## src/rtl/cis_line_sequencer_pkg.sv

```systemverilog
// Shared types and constants for the CIS line sequencer: FSM state encoding,
// one-hot colour selects and the default counter width.
package cis_line_sequencer_pkg;

  localparam int CIS_CNT_W = 32;

  localparam logic [2:0] RGB_NONE = 3'b000;
  localparam logic [2:0] RGB_R    = 3'b100;
  localparam logic [2:0] RGB_G    = 3'b010;
  localparam logic [2:0] RGB_B    = 3'b001;

  typedef enum logic [2:0] {
    ST_IDLE,
    ST_ARM,
    ST_SETUP,
    ST_EXPOSE,
    ST_GAP
  } state_t;

endpackage

```

## src/rtl/cis_color_ptr.sv

```systemverilog
// Picks the next enabled colour after the current one in R, G, B order.
// A current colour of 000 means "start of line" and yields the first enabled colour.
module cis_color_ptr
  import cis_line_sequencer_pkg::*;
(
  input  logic [2:0] mask_i,
  input  logic [2:0] cur_i,
  output logic [2:0] nxt_o,
  output logic       last_o
);

  logic [2:0] after;

  always_comb begin
    after = mask_i;
    unique case (cur_i)
      RGB_R:   after = mask_i & (RGB_G | RGB_B);
      RGB_G:   after = mask_i & RGB_B;
      RGB_B:   after = RGB_NONE;
      default: after = mask_i;
    endcase

    nxt_o = RGB_NONE;
    if ((after & RGB_R) != RGB_NONE)      nxt_o = RGB_R;
    else if ((after & RGB_G) != RGB_NONE) nxt_o = RGB_G;
    else if ((after & RGB_B) != RGB_NONE) nxt_o = RGB_B;

    last_o = (after == RGB_NONE);
  end

endmodule

```

## src/rtl/cis_line_sequencer.sv

```systemverilog
// Per-line R/G/B slot sequencer for the contact-image-sensor front end.
// Outputs are registered so each output value lines up with the state it describes.
module cis_line_sequencer
  import cis_line_sequencer_pkg::*;
#(
  parameter int CNT_W  = CIS_CNT_W,
  parameter int LCNT_W = 16
) (
  input  logic              CLK,
  input  logic              RST_N,
  input  logic              ENABLE,
  input  logic              FREE_RUN,
  input  logic              TRIG,
  input  logic [2:0]        COLOR_MASK,
  input  logic [CNT_W-1:0]  SLOT_LEN,
  input  logic [CNT_W-1:0]  EXP_LEN,
  output logic              START,
  output logic              END,
  output logic [2:0]        RGB,
  output logic              SI,
  output logic              LINE_DONE,
  output logic              BUSY,
  output logic              OVERRUN,
  output logic [LCNT_W-1:0] LINE_CNT
);

  state_t              state_q, state_d;
  logic [CNT_W:0]      cnt_q, cnt_d;
  logic [2:0]          col_q, col_d;
  logic [2:0]          mask_s_q, mask_s_d;
  logic [CNT_W-1:0]    slot_s_q, slot_s_d;
  logic [CNT_W-1:0]    exp_s_q, exp_s_d;
  logic                pend_q, pend_d;
  logic [LCNT_W-1:0]   lcnt_q, lcnt_d;
  logic                start_q, start_d;
  logic                end_q, end_d;
  logic [2:0]          rgb_q, rgb_d;
  logic                si_q, si_d;
  logic                done_q, done_d;
  logic                busy_q, busy_d;
  logic                ovr_q, ovr_d;

  logic [2:0]          ptr_mask, ptr_cur, ptr_nxt;
  logic                ptr_last;
  logic [CNT_W:0]      exp_p2, slot_ext, slot_m1;
  logic                slot_last, exp_hit, exp_zero, launch, adv;

  // In ARM the pointer looks at the live mask to find the first colour;
  // mid-line it walks the shadow mask captured at launch.
  assign ptr_mask = (state_q == ST_ARM) ? COLOR_MASK : mask_s_q;
  assign ptr_cur  = (state_q == ST_ARM) ? RGB_NONE   : col_q;

  cis_color_ptr u_ptr (
    .mask_i (ptr_mask),
    .cur_i  (ptr_cur),
    .nxt_o  (ptr_nxt),
    .last_o (ptr_last)
  );

  // Slot length is stretched to EXP_LEN+2 so SETUP, START..END always fit.
  assign exp_p2    = {1'b0, exp_s_q} + (CNT_W+1)'(2);
  assign slot_ext  = {1'b0, slot_s_q};
  assign slot_m1   = ((slot_ext > exp_p2) ? slot_ext : exp_p2) - (CNT_W+1)'(1);
  assign slot_last = (cnt_q == slot_m1);
  assign exp_hit   = (cnt_q == {1'b0, exp_s_q});
  assign exp_zero  = (exp_s_q == '0);
  assign launch    = (COLOR_MASK != RGB_NONE) && (FREE_RUN || pend_q || TRIG);

  always_comb begin
    state_d  = state_q;
    cnt_d    = cnt_q + (CNT_W+1)'(1);
    col_d    = col_q;
    mask_s_d = mask_s_q;
    slot_s_d = slot_s_q;
    exp_s_d  = exp_s_q;
    pend_d   = pend_q;
    lcnt_d   = lcnt_q;
    start_d  = 1'b0;
    end_d    = 1'b0;
    rgb_d    = RGB_NONE;
    si_d     = 1'b0;
    done_d   = 1'b0;
    busy_d   = 1'b0;
    ovr_d    = 1'b0;
    adv      = 1'b0;

    if (TRIG && busy_q) begin
      if (pend_q) ovr_d  = 1'b1;
      else        pend_d = 1'b1;
    end

    if (!ENABLE) begin
      // Abort: close an open exposure window, drop the line without LINE_DONE.
      state_d = ST_IDLE;
      pend_d  = 1'b0;
      col_d   = RGB_NONE;
      end_d   = (state_q == ST_EXPOSE) && !end_q;
    end else begin
      unique case (state_q)
        ST_IDLE: begin
          state_d = ST_ARM;
          pend_d  = 1'b0;
        end
        ST_ARM: begin
          if (launch) begin
            state_d  = ST_SETUP;
            mask_s_d = COLOR_MASK;
            slot_s_d = SLOT_LEN;
            exp_s_d  = EXP_LEN;
            col_d    = ptr_nxt;
            rgb_d    = ptr_nxt;
            si_d     = 1'b1;
            busy_d   = 1'b1;
            cnt_d    = '0;
            pend_d   = pend_q & TRIG;
            ovr_d    = 1'b0;
          end
        end
        ST_SETUP: begin
          busy_d = 1'b1;
          rgb_d  = col_q;
          if (exp_zero) begin
            state_d = ST_GAP;
          end else begin
            state_d = ST_EXPOSE;
            start_d = 1'b1;
          end
        end
        ST_EXPOSE: begin
          busy_d = 1'b1;
          rgb_d  = col_q;
          if (slot_last)  adv     = 1'b1;
          else if (end_q) state_d = ST_GAP;
          else            end_d   = exp_hit;
        end
        ST_GAP: begin
          busy_d = 1'b1;
          rgb_d  = col_q;
          if (slot_last) adv = 1'b1;
        end
        default: state_d = ST_IDLE;
      endcase

      if (adv) begin
        cnt_d  = '0;
        busy_d = 1'b1;
        if (ptr_last) begin
          state_d = ST_ARM;
          col_d   = RGB_NONE;
          rgb_d   = RGB_NONE;
          done_d  = 1'b1;
          lcnt_d  = lcnt_q + LCNT_W'(1);
        end else begin
          state_d = ST_SETUP;
          col_d   = ptr_nxt;
          rgb_d   = ptr_nxt;
          si_d    = 1'b1;
        end
      end
    end
  end

  always_ff @(posedge CLK or negedge RST_N) begin
    if (!RST_N) begin
      state_q  <= ST_IDLE;
      cnt_q    <= '0;
      col_q    <= RGB_NONE;
      mask_s_q <= RGB_NONE;
      slot_s_q <= '0;
      exp_s_q  <= '0;
      pend_q   <= 1'b0;
      lcnt_q   <= '0;
      start_q  <= 1'b0;
      end_q    <= 1'b0;
      rgb_q    <= RGB_NONE;
      si_q     <= 1'b0;
      done_q   <= 1'b0;
      busy_q   <= 1'b0;
      ovr_q    <= 1'b0;
    end else begin
      state_q  <= state_d;
      cnt_q    <= cnt_d;
      col_q    <= col_d;
      mask_s_q <= mask_s_d;
      slot_s_q <= slot_s_d;
      exp_s_q  <= exp_s_d;
      pend_q   <= pend_d;
      lcnt_q   <= lcnt_d;
      start_q  <= start_d;
      end_q    <= end_d;
      rgb_q    <= rgb_d;
      si_q     <= si_d;
      done_q   <= done_d;
      busy_q   <= busy_d;
      ovr_q    <= ovr_d;
    end
  end

  assign START     = start_q;
  assign END       = end_q;
  assign RGB       = rgb_q;
  assign SI        = si_q;
  assign LINE_DONE = done_q;
  assign BUSY      = busy_q;
  assign OVERRUN   = ovr_q;
  assign LINE_CNT  = lcnt_q;

endmodule

```

## config.mk

```make
export PLATFORM = sky130hd
export DESIGN_NAME = cis_line_sequencer
export DESIGN_NICKNAME = d
export VERILOG_FILES = /design/src/rtl/cis_line_sequencer_pkg.sv /design/src/rtl/cis_color_ptr.sv /design/src/rtl/cis_line_sequencer.sv
export SDC_FILE = /design/constraint.sdc
export NUM_CORES = 1
export LEC_CHECK = 0
export BUFFER_PORTS_ARGS = -buffer_cell sky130_fd_sc_hd__buf_2
export CORE_ASPECT_RATIO = 1.25
export CORE_UTILIZATION = 30
export CTS_CLUSTER_SIZE = 12
export DETAILED_ROUTE_END_ITERATION = 8
export SYNTH_ARGS = -nofsm -noshare
export SYNTH_HDL_FRONTEND = slang
export SYNTH_HIERARCHICAL = 1
export SYNTH_SLANG_ARGS = --single-unit
```

## constraint.sdc

```tcl
create_clock -name CLK -period 14 [get_ports CLK]
set_clock_uncertainty 0.2 [all_clocks]
set_input_delay 2.8 -clock CLK [delete_from_list [all_inputs] [get_ports CLK]]
set_output_delay 2.8 -clock CLK [all_outputs]
set_load 0.01 [all_outputs]
```

# Word level (Yosys, flattened, before mapping)

Cells that the tools add are included.

Register bits after elaboration: 132
Bits of input ports: 72
Output and inout bits: 25
Word-level logic and storage cells: 110

$add $sub $neg: 4
$lt $le $gt $ge: 1
Equality and inequality tests: 15
Muxes and demuxes: 58
Bitwise gates (word level): 1
Reductions and logical operators: 16

Operators by type and width:

| operator                                             | count |
|---|---|
| 2-to-1 mux 33 bit                                    | 5 |
| 2-to-1 mux 3 bit                                     | 17 |
| adder 32 x 2 -> 33 bit (second input constant)       | 1 |
| adder 33 x 1 -> 33 bit (second input constant)       | 1 |
| equality test 33 x 32 -> 1 bit                       | 1 |
| equality test 33 bit                                 | 1 |
| greater-than comparator 32 x 33 -> 1 bit             | 1 |
| subtractor 33 x 1 -> 33 bit (second input constant)  | 1 |
| logical NOT 32 bit                                   | 1 |
| 2-to-1 mux 1 bit                                     | 29 |
| adder 16 x 1 -> 16 bit (second input constant)       | 1 |
| case mux 3 bit (5 select lines)                      | 1 |
| != test 4 x 3 -> 1 bit (second input constant)       | 3 |
| equality test 3 x 2 -> 1 bit (second input constant) | 3 |
| case mux 3 bit (3 select lines)                      | 1 |
| equality test 3 x 1 -> 1 bit (second input constant) | 2 |
| equality test 3 bit (second input constant)          | 2 |
| logical NOT 3 bit                                    | 2 |
| != test 3 x 1 -> 1 bit (second input constant)       | 2 |
| case mux 3 bit (2 select lines)                      | 1 |
| AND reduction 3 bit                                  | 2 |
| 2-to-1 mux 2 bit                                     | 2 |
| case mux 1 bit (2 select lines)                      | 2 |
| AND reduction 4 bit                                  | 1 |
| other kinds (9)                                      | 12 |

# Depth between registers and ports, before layout

Gate-level depths: netlist of run 1.

Word-level depth: 11
Depth in mapped cells: 36
Gate-level depth less buffers: 27

# Modules after synthesis

The synthesis of run 1 kept the hierarchy.

By module, submodules not included:

| module             | times used | cells each | area each (um2) | seq. area each (um2) |
|---|---|---|---|---|
| cis_line_sequencer | 1          | 1391       | 11101.9         | 3303.2 |
| cis_color_ptr      | 1          | 22         | 148.9           | 0.0 |

# Worst setup path before layout of run 1

OpenSTA, ideal clock, no wires.

Kind: reg2reg
Start point: register exp_s_q[1]
End point: register rgb_q[0] (netlist: RGB[0])
Setup time: 87 ps
Arrival time: 7762 ps
Data required time: 13713 ps
Path slack: 5952 ps
Stages on the path, launching flop included: 34
Path buffers: 7
Period minus slack after synthesis: 8048 ps
Cell sequence: dfrtp_1 ha_1 buf_2 nand2_1 nor4_2 nand4_1 xnor2_1 ha_1 nand4_1 o21bai_1 a221oi_1 o211ai_1 o21ai_4 buf_4 buf_6 buf_2 buf_2 nor2_1 a21oi_1 ha_1 nand2b_1 nor3_1 a21oi_1 nor3b_2 nand2_1 o31a_1 o31ai_1 xor2_1 or4_1 or4_1 buf_2 buf_6 or4_1 o211ai_1

Word-level cells in the longest chain between the ends: 10

Ends and longest elaborated chain:

| element                                  | line                                                 | RTL |
|---|---|---|
| start, declared                          | cis_line_sequencer.sv:32                             | `logic [CNT_W-1:0] exp_s_q, exp_s_d;` |
| start signal, assigned                   | cis_line_sequencer.sv:186                            | `exp_s_q <= exp_s_d;` |
| adder 32 x 2 -> 33 bit *                 | cis_line_sequencer.sv:61                             | `assign exp_p2 = {1'b0, exp_s_q} + (CNT_W+1)'(2);` |
| greater-than comparator 32 x 33 -> 1 bit | cis_line_sequencer.sv:63                             | `assign slot_m1 = ((slot_ext > exp_p2) ? slot_ext : exp_p2) - (CNT_W+1)'(1);` |
| 2-to-1 mux 33 bit *                      | cis_line_sequencer.sv:63                             |  |
| subtractor 33 x 1 -> 33 bit *            | cis_line_sequencer.sv:63                             |  |
| equality test 33 bit *                   | cis_line_sequencer.sv:64                             | `assign slot_last = (cnt_q == slot_m1);` |
| 2-to-1 mux 1 bit *                       | cis_line_sequencer.sv:132, cis_line_sequencer.sv:139 |  |
| 2-to-1 mux 1 bit *                       | --                                                   |  |
| 2-to-1 mux 1 bit *                       | cis_line_sequencer.sv:92                             | `if (!ENABLE) begin` |
| 2-to-1 mux 3 bit *                       | cis_line_sequencer.sv:144                            | `if (adv) begin` |
| 2-to-1 mux 3 bit *                       | cis_line_sequencer.sv:92                             |  |
| net rgb_d[0]                             | cis_line_sequencer.sv:37                             | `logic [2:0] rgb_q, rgb_d;` |
| end signal, assigned                     | cis_line_sequencer.sv:191                            | `rgb_q <= rgb_d;` |
| end, declared                            | cis_line_sequencer.sv:37                             |  |

The timed path passes the listed nets; every way through them passes the cells marked *. The select of a mux whose other input is x is not followed.
A chain may end at the register's enable or synchronous reset.

# Final worst setup path of run 1

Start point: register exp_s_q[1]
End point: register state_q[1]

Word-level cells in the longest chain between the ends: 10
Elaborated cells on any way between the ends: 18
Classes of those cells: 2 x add/sub; 1 x order compare; 5 x eq/ne; 8 x mux; 2 x reduce/logical

Ends and longest elaborated chain:

| element                                                                         | line                                                 | RTL |
|---|---|---|
| adder 32 x 2 -> 33 bit                                                          | cis_line_sequencer.sv:61                             |  |
| greater-than comparator 32 x 33 -> 1 bit                                        | cis_line_sequencer.sv:63                             |  |
| 2-to-1 mux 33 bit                                                               | cis_line_sequencer.sv:63                             |  |
| subtractor 33 x 1 -> 33 bit                                                     | cis_line_sequencer.sv:63                             |  |
| equality test 33 bit                                                            | cis_line_sequencer.sv:64                             |  |
| 2-to-1 mux 1 bit                                                                | cis_line_sequencer.sv:132, cis_line_sequencer.sv:139 |  |
| 2-to-1 mux 1 bit                                                                | --                                                   |  |
| 2-to-1 mux 1 bit                                                                | cis_line_sequencer.sv:92                             |  |
| != test 4 x 3 -> 1 bit (no source line), or another cell as far along           | --                                                   |  |
| AND reduction 4 bit (no source line) / 2-to-1 mux 3 bit (equally long branches) | --                                                   |  |
| end signal, assigned                                                            | cis_line_sequencer.sv:181                            | `state_q <= state_d;` |
| end, declared                                                                   | cis_line_sequencer.sv:27                             | `state_t state_q, state_d;` |

Parallel ways exist; a longest one is shown, timed or not. The select of a mux whose other input is x is not followed.

==> flow_metrics.py, run 1 <==
metrics = {
    "status": {
        "status": "finished, final reports clean",
    },
    "logic_synthesis": {
        "seq_area_frac_synth_pct": 29.4,
        "syn_nets": 1521,
        "synth.area.mux_share_pct": 2.48,
        "synthAdderAreaFrac_pct": 4.00,
        "async_flop_share_pct": 100,
        "synth_cell_types": 89,
        "synth_top_family_by_area": "simple AND/OR/NAND/NOR gates",
        "synth_compound_area_share_pct": 12.5,
        "ys_top_cells_by_area": "dfrtp_1 29%, nand2_1 9.1%, xor2_1 6.9%, xnor2_1 5.1%, ha_1 4.0%",
        "yosysMostFrequentCell": "nand2_1",
        "yosysTopAreaCellShare_pct": 29.4,
        "ys_warn_count": 6,
        "synth-edff-count": 0,
        "synthXorXnorAreaFrac_pct": 12.4,
        "synth_area_sq_um": 11300,
        "ys_ff_latch": 132,
        "synth_commonest_cells": "272 x nand2_1, 132 x dfrtp_1, 89 x xor2_1",
        "ys.flop_type": "dfrtp_1",
        "synth_cells": 1413,
        "yosysTopAreaCell": "dfrtp_1",
        "avgSynthCellArea_sq_um": 7.96,
        "synthSimpleGateAreaFrac_pct": 33.8,
    },
    "sta": {
        "grt_setup_unrepaired": "no",
        "slew_headroom_pct": 19.2,
        "slew_viol_final": 0,
        "finalCritPeriodShare_pct": 67.8,
        "setup_viol": 0,
        "clock.fmax_mhz": 105,
        "tightestPinTransition_ns": 1.20,
        "finalHoldViolCount": 0,
        "fin_crit_ns": 9.49,
        "finalSetupTns_ns": 0,
    },
    "global_route": {
        "grt_pass1_wl_um": 59800,
        "grt_max_degree": 103,
        "grt_overflow_total": 0,
        "grtUsageTotal_pct": 20.2,
        "antenna_found_initial": 0,
        "grt_pass1_vias": 10391,
    },
    "drt": {
        "drt_wl_total_um": 38200,
        "wire_per_inst_um": 19.8,
        "drc": 0,
        "drt_iter0_drc": 1090,
        "dr.pass1.iters": 5,
        "ant_nets": 0,
        "avgViaCountPerCell": 5.57,
        "vias": 10719,
    },
    "clock_tree": {
        "cts.reportedPaths.clkPinSlew_ns": 0.07,
        "cts_max_path_buffers": 2,
        "ctsHoldBuffers": 0,
        "cts_tree": "done",
        "cts_setup_buffers": 0,
        "cts_made_buffers": 17,
        "cts_resized": 0,
        "cts-root-buf": "clkbuf_16",
        "clkLatencyLatePin_ns": 0.45,
        "cts_max_level": 4,
        "clock-sinks": 132,
    },
    "die": {
        "die_area_sq_um": 38300,
        "num_io_pins": 97,
        "die_x_um": 175,
        "start_util_pct": 30.7,
        "dieHeight_um": 219,
        "fp.coreArea_sq_um": 36600,
        "num_rows": 78,
    },
    "worst_setup_path": {
        "end_kind": "flop",
        "crit_top_cell": "ha_1",
        "crit_family": "simple AND/OR/NAND/NOR gates",
        "worstSetupPathType": "flop to flop",
        "cp-start-kind": "flop",
        "cp_max_fo": 22,
        "path_buf_inv": 1,
        "cp.arrival_ns": 9.61,
        "critPathMaxStageDelay_ns": 0.82,
        "crit_slowest_cell": "nor4_2",
        "required_ns": 14.13,
    },
    "layout": {
        "area_growth_pct": 11.3,
        "fin_nets": 1540,
        "fillers": 3856,
        "diodes": 0,
        "stdcell_count": 1925,
        "drive_above_1_share_pct": 12.7,
        "regArea_sq_um": 3300,
        "multiInputGateArea_sq_um": 7360,
    },
    "placement": {
        "dp.cells": 1893,
        "dp_hpwl_um": 29400,
        "gp_congestion": 1.02,
        "portBuffers": 96,
    },
    "power": {
        "vdd_drop_max_mv": 0.129,
        "power_density_nw_per_um2": 238,
        "power_leakage_nw": 5.55,
    },
    "hold_path": {
        "hp-class": "flop to flop",
    },
    "flow_run": {
        "cap_violations": 0,
    },
}
## flip-flops by register name (all words and copies together) (netlist names)
name / flops
LINE_DONE: 1
LINE_CNT: 16
END: 1
cnt_q: 33
state_q: 3
RGB: 3
mask_s_q: 3
slot_s_q: 32
BUSY: 1
pend_q: 1
exp_s_q: 32
START: 1
col_q: 3
OVERRUN: 1
SI: 1
## cell usage in the layout (no fill, tap or decap), drive strengths merged, types with 10 or more instances in the layout
| master | synthesis | layout |
|---|---|---|
| a211oi | 13 | 13 |
| a21oi | 32 | 32 |
| a31oi | 10 | 10 |
| and2 | 14 | 14 |
| and3 | 31 | 31 |
| buf | 40 | 105 |
| clkbuf | 65 | 17 |
| dfrtp | 132 | 132 |
| ha | 36 | 36 |
| inv | 34 | 44 |
| mux2i | 20 | 20 |
| nand2 | 272 | 272 |
| nand2b | 16 | 16 |
| nand3 | 54 | 54 |
| nand4 | 43 | 43 |
| nor2 | 83 | 83 |
| nor3 | 69 | 69 |
| nor4 | 61 | 61 |
| o211ai | 13 | 13 |
| o21ai | 36 | 36 |
| o31ai | 12 | 12 |
| or3 | 20 | 20 |
| or4 | 17 | 17 |
| xnor2 | 67 | 67 |
| xor2 | 89 | 89 |
## final cells by class
class,count,area share (%)
Multi-Input combinational cell,1141,58.8
Sequential cell,132,26.4
Inverter,35,1.05
Timing Repair Buffer,105,4.42
Clock inverter,15,1.21
Tap cell,480,4.79
Clock buffer,17,3.40
## through the flow
step	worst slack (ns)	area, sq um	total power [W]	util (%)	hold slack [ns]
2_1_floorplan	5.95	11300	0.00199	-	0.242
3_3_place_gp	4.77	12000	0.00248	32.7	0.252
3_5_place_dp	4.68	12000	0.00250	32.7	0.257
4_1_cts	4.63	12500	0.00296	34.2	0.266
5_1_grt	3.88	12500	0.00319	34.2	0.285
6_report	4.51	12500	0.00298	34.2	0.266
## final timing paths
path	slack, ns	endpoint	startpoint	depth (start not counted)
max	4.51	state_q[1]	exp_s_q[1]	27
min	0.27	LINE_CNT[15]	LINE_CNT[15]	1
max reg2reg	4.51	state_q[1]	exp_s_q[1]	27
min reg2reg	0.27	LINE_CNT[15]	LINE_CNT[15]	1
max in group asynchronous	10.14	cnt_q[16]	RST_N	2
min in group asynchronous	2.15	slot_s_q[23]	RST_N	1
## report_power, final
part	total, W	internal [W]	switching [W]
logic	0.00175	0.000661	0.00109
clock network	0.000449	0.000238	0.000211
registers	0.000784	0.000490	0.000294
total	0.00298	0.00139	0.00159
## routing by layer
layer  up-vias  global-route usage, %  part of all wire (%)
met2       397                   32.6                    46
met1      5134                   26.5                    44
met3        96                   2.57                   5.2
li1       5092                      -                     -
met4         0                   10.4                   4.9
met5         -                      0                     0
## kinds of logic (layout without fill, tap and decap cells)
family,Yosys count,after routing
and+or+nand+nor,724,724
AOI/OAI and AO/OA,197,197
xor gates and xnor gates,157,157
buffers and inverters,140,172
DFF,132,132
adders and majority gates,36,36
muxes,27,27
Note: power is estimated with default switching activity, not from simulation.
==> inputs of run 2 (changes only) <==
Settings changed: ABC_AREA set to 1.
Clock period 14 ns to 8.3 ns, I/O delays scaled along.
==> run 2 against run 1 <==
Net effect:
- wire length grew 0.60%
- synthesized area is 1.0% lower
- clock-buffer cell count rose by 1
- first-iteration DRC count is 28% lower
- worst setup slack got worse by 3.3 ns
- largest power group unchanged
==> flow_metrics.py, run 2 <==
metrics = {
    "status": {
        "status": "finished, final reports clean",
    },
    "sta": {
        "grt_setup_unrepaired": "no",
        "clock.fmax_mhz": 141,
        "slew_headroom_pct": 38.8,
        "finalCritPeriodShare_pct": 85.3,
        "finalHoldViolCount": 0,
        "postLayoutSetupSlackWorst_ns": 1.22,
        "fin_crit_ns": 7.08,
        "finalSetupTns_ns": 0,
        "slew_viol_final": 0,
        "tightestPinTransition_ns": 0.909,
        "setup_viol": 0,
    },
    "worst_setup_path": {
        "critPathMaxStageDelay_ns": 0.52,
        "worstSetupPathType": "flop to flop",
        "crit_family": "simple AND/OR/NAND/NOR gates",
        "cp-start-kind": "flop",
        "crit_start": "exp_s_q[2]",
        "r2r_cells": 36,
        "required_ns": 8.49,
        "end_kind": "flop",
        "cp.arrival_ns": 7.28,
        "r2r-end": "col_q[0]",
        "path_buf_inv": 3,
        "crit_cells": 36,
        "critPathCapture": "col_q[0]",
        "crit_slowest_cell": "nand2_4",
        "rr_startpoint": "exp_s_q[2]",
        "reg2reg_slack_ns": 1.22,
        "cp_max_fo": 54,
    },
    "logic_synthesis": {
        "synth_area_sq_um": 11100,
        "avgSynthCellArea_sq_um": 6.48,
        "ys_warn_count": 6,
        "ys_top_cells_by_area": "dfrtp_1 30%, nand2_1 21%, xor2_1 6.1%, nor2_1 6.0%, nand3_1 5.9%",
        "yosysTopAreaCellShare_pct": 29.7,
        "synth_cell_types": 50,
        "yosysTopAreaCell": "dfrtp_1",
        "synth_commonest_cells": "637 x nand2_1, 177 x nor2_1, 161 x inv_1",
        "ys.flop_type": "dfrtp_1",
        "synth-edff-count": 0,
        "seq_area_frac_synth_pct": 29.7,
        "ys_ff_latch": 132,
        "syn_nets": 1827,
        "yosysMostFrequentCell": "nand2_1",
        "async_flop_share_pct": 100,
        "synth_cells": 1719,
    },
    "clock_tree": {
        "ctsHoldBuffers": 0,
        "clock-sinks": 132,
        "cts_resized": 0,
        "clkLatencyLatePin_ns": 0.45,
        "cts_made_buffers": 17,
        "cts-root-buf": "clkbuf_16",
        "cts_tree": "done",
        "cts_max_path_buffers": 2,
        "cts_max_level": 4,
        "cts.reportedPaths.clkPinSlew_ns": 0.07,
        "cts_setup_buffers": 0,
    },
    "layout": {
        "largest_reg_flops": 33,
        "fin_nets": 1892,
        "final_cell_mix": "637 x nand2_1, 176 x nor2_1, 161 x inv_1",
        "diodes": 0,
        "top_register": "cnt_q",
        "stdcell_area_sq_um": 12600,
        "area_growth_pct": 12.7,
        "final_util_pct": 34.5,
        "largestRegisters": "cnt_q x33, exp_s_q x32, slot_s_q x32",
        "final_common_cell": "nand2_1",
        "drive_above_1_share_pct": 11.6,
    },
    "drt": {
        "wire_per_inst_um": 16.9,
        "drt_wl_total_um": 38400,
        "vias": 11082,
        "drt_iter0_drc": 784,
        "ant_nets": 0,
        "dr.pass1.iters": 6,
        "avgViaCountPerCell": 4.87,
        "drc": 0,
    },
    "global_route": {
        "grtUsageTotal_pct": 20.9,
        "grt_max_degree": 89,
        "antenna_found_initial": 1,
        "grt_pass1_wl_um": 60100,
        "grt_overflow_total": 0,
        "grt_pass1_vias": 10812,
    },
    "power": {
        "vdd_drop_max_mv": 0.204,
        "power_density_nw_per_um2": 461,
        "power_leakage_nw": 6.30,
    },
    "die": {
        "fp.coreArea_sq_um": 36400,
        "die_x_um": 174,
        "num_io_pins": 97,
        "num_rows": 78,
        "die_area_sq_um": 37900,
        "dieHeight_um": 217,
        "start_util_pct": 30.6,
    },
    "placement": {
        "place_ws_ns": 1.24,
        "placed_area_sq_um": 11900,
        "dp_hpwl_um": 31200,
        "portBuffers": 96,
        "gp_congestion": 0.972,
    },
    "flow_run": {
        "cap_violations": 0,
    },
    "hold_path": {
        "hp-class": "flop to flop",
    },
}
run 2: worst min-delay path, stage by stage, from the launching register on:
cell and delay [ns]:
dfrtp_1 0.34, nand2_1 0.05, o21ai_0 0.06
run 2: logic make-up after synthesis:
| group | after synthesis | synth area share [%] |
|---|---|---|
| AOI/OAI and AO/OA | 97 | 4.72 |
| xor gates and xnor gates | 91 | 7.36 |
| adders and majority gates | 36 | 4.05 |
| buffers and inverters | 230 | 8.89 |
| and+or+nand+nor | 1133 | 45.3 |
| DFF | 132 | 29.7 |
run 2: how the worst min path moves through the flow:
stage / startpoint / to / slack (ns) / cells after the start
CTS: mask_s_q[2] / mask_s_q[2] / 0.29 / 2
floorplan: mask_s_q[0] / mask_s_q[0] / 0.25 / 2
detailed placement: mask_s_q[2] / mask_s_q[2] / 0.27 / 2
global route: mask_s_q[2] / mask_s_q[2] / 0.32 / 2
finish: mask_s_q[2] / mask_s_q[2] / 0.29 / 2
global placement: mask_s_q[2] / mask_s_q[2] / 0.27 / 2
run 2: routing by layer:
layer | global-route usage, % | part of all wire [%] | vias up
li1 | - | - | 5578
met1 | 23.0 | 40 | 5142
met2 | 38.0 | 52 | 274
met3 | 2.99 | 3.3 | 88
met4 | 12.0 | 5.2 | 0
met5 | 0 | 0 | -
run 2: report_power, final:
part           leakage [nW]  internal (W)  total, W  switching, W
logic                  4.28       0.00119   0.00386       0.00267
clock network         0.288      0.000475  0.000797      0.000322
registers              1.73      0.000833   0.00114      0.000306
run 2: cell type report:
type,instances,area [sq um]
tap,480,601
fill,3974,23900
sequential,132,3300
clock inverter,14,175
timing repair buffer,105,554
inverter,171,642
clock buffer,18,429
multi-input combinational,1357,6850
run 2: stage by stage:
| stage | total power, W | hold WS (ns) | std cells |
|---|---|---|---|
| after global placement | 0.00497 | 0.269 | 2245 |
| after CTS | 0.00581 | 0.290 | 2277 |
| after global routing | 0.00634 | 0.320 | 2277 |
| after detailed placement | 0.00498 | 0.275 | 2245 |
| after floorplan | 0.00395 | 0.253 | 1719 |
| final | 0.00579 | 0.287 | 2277 |
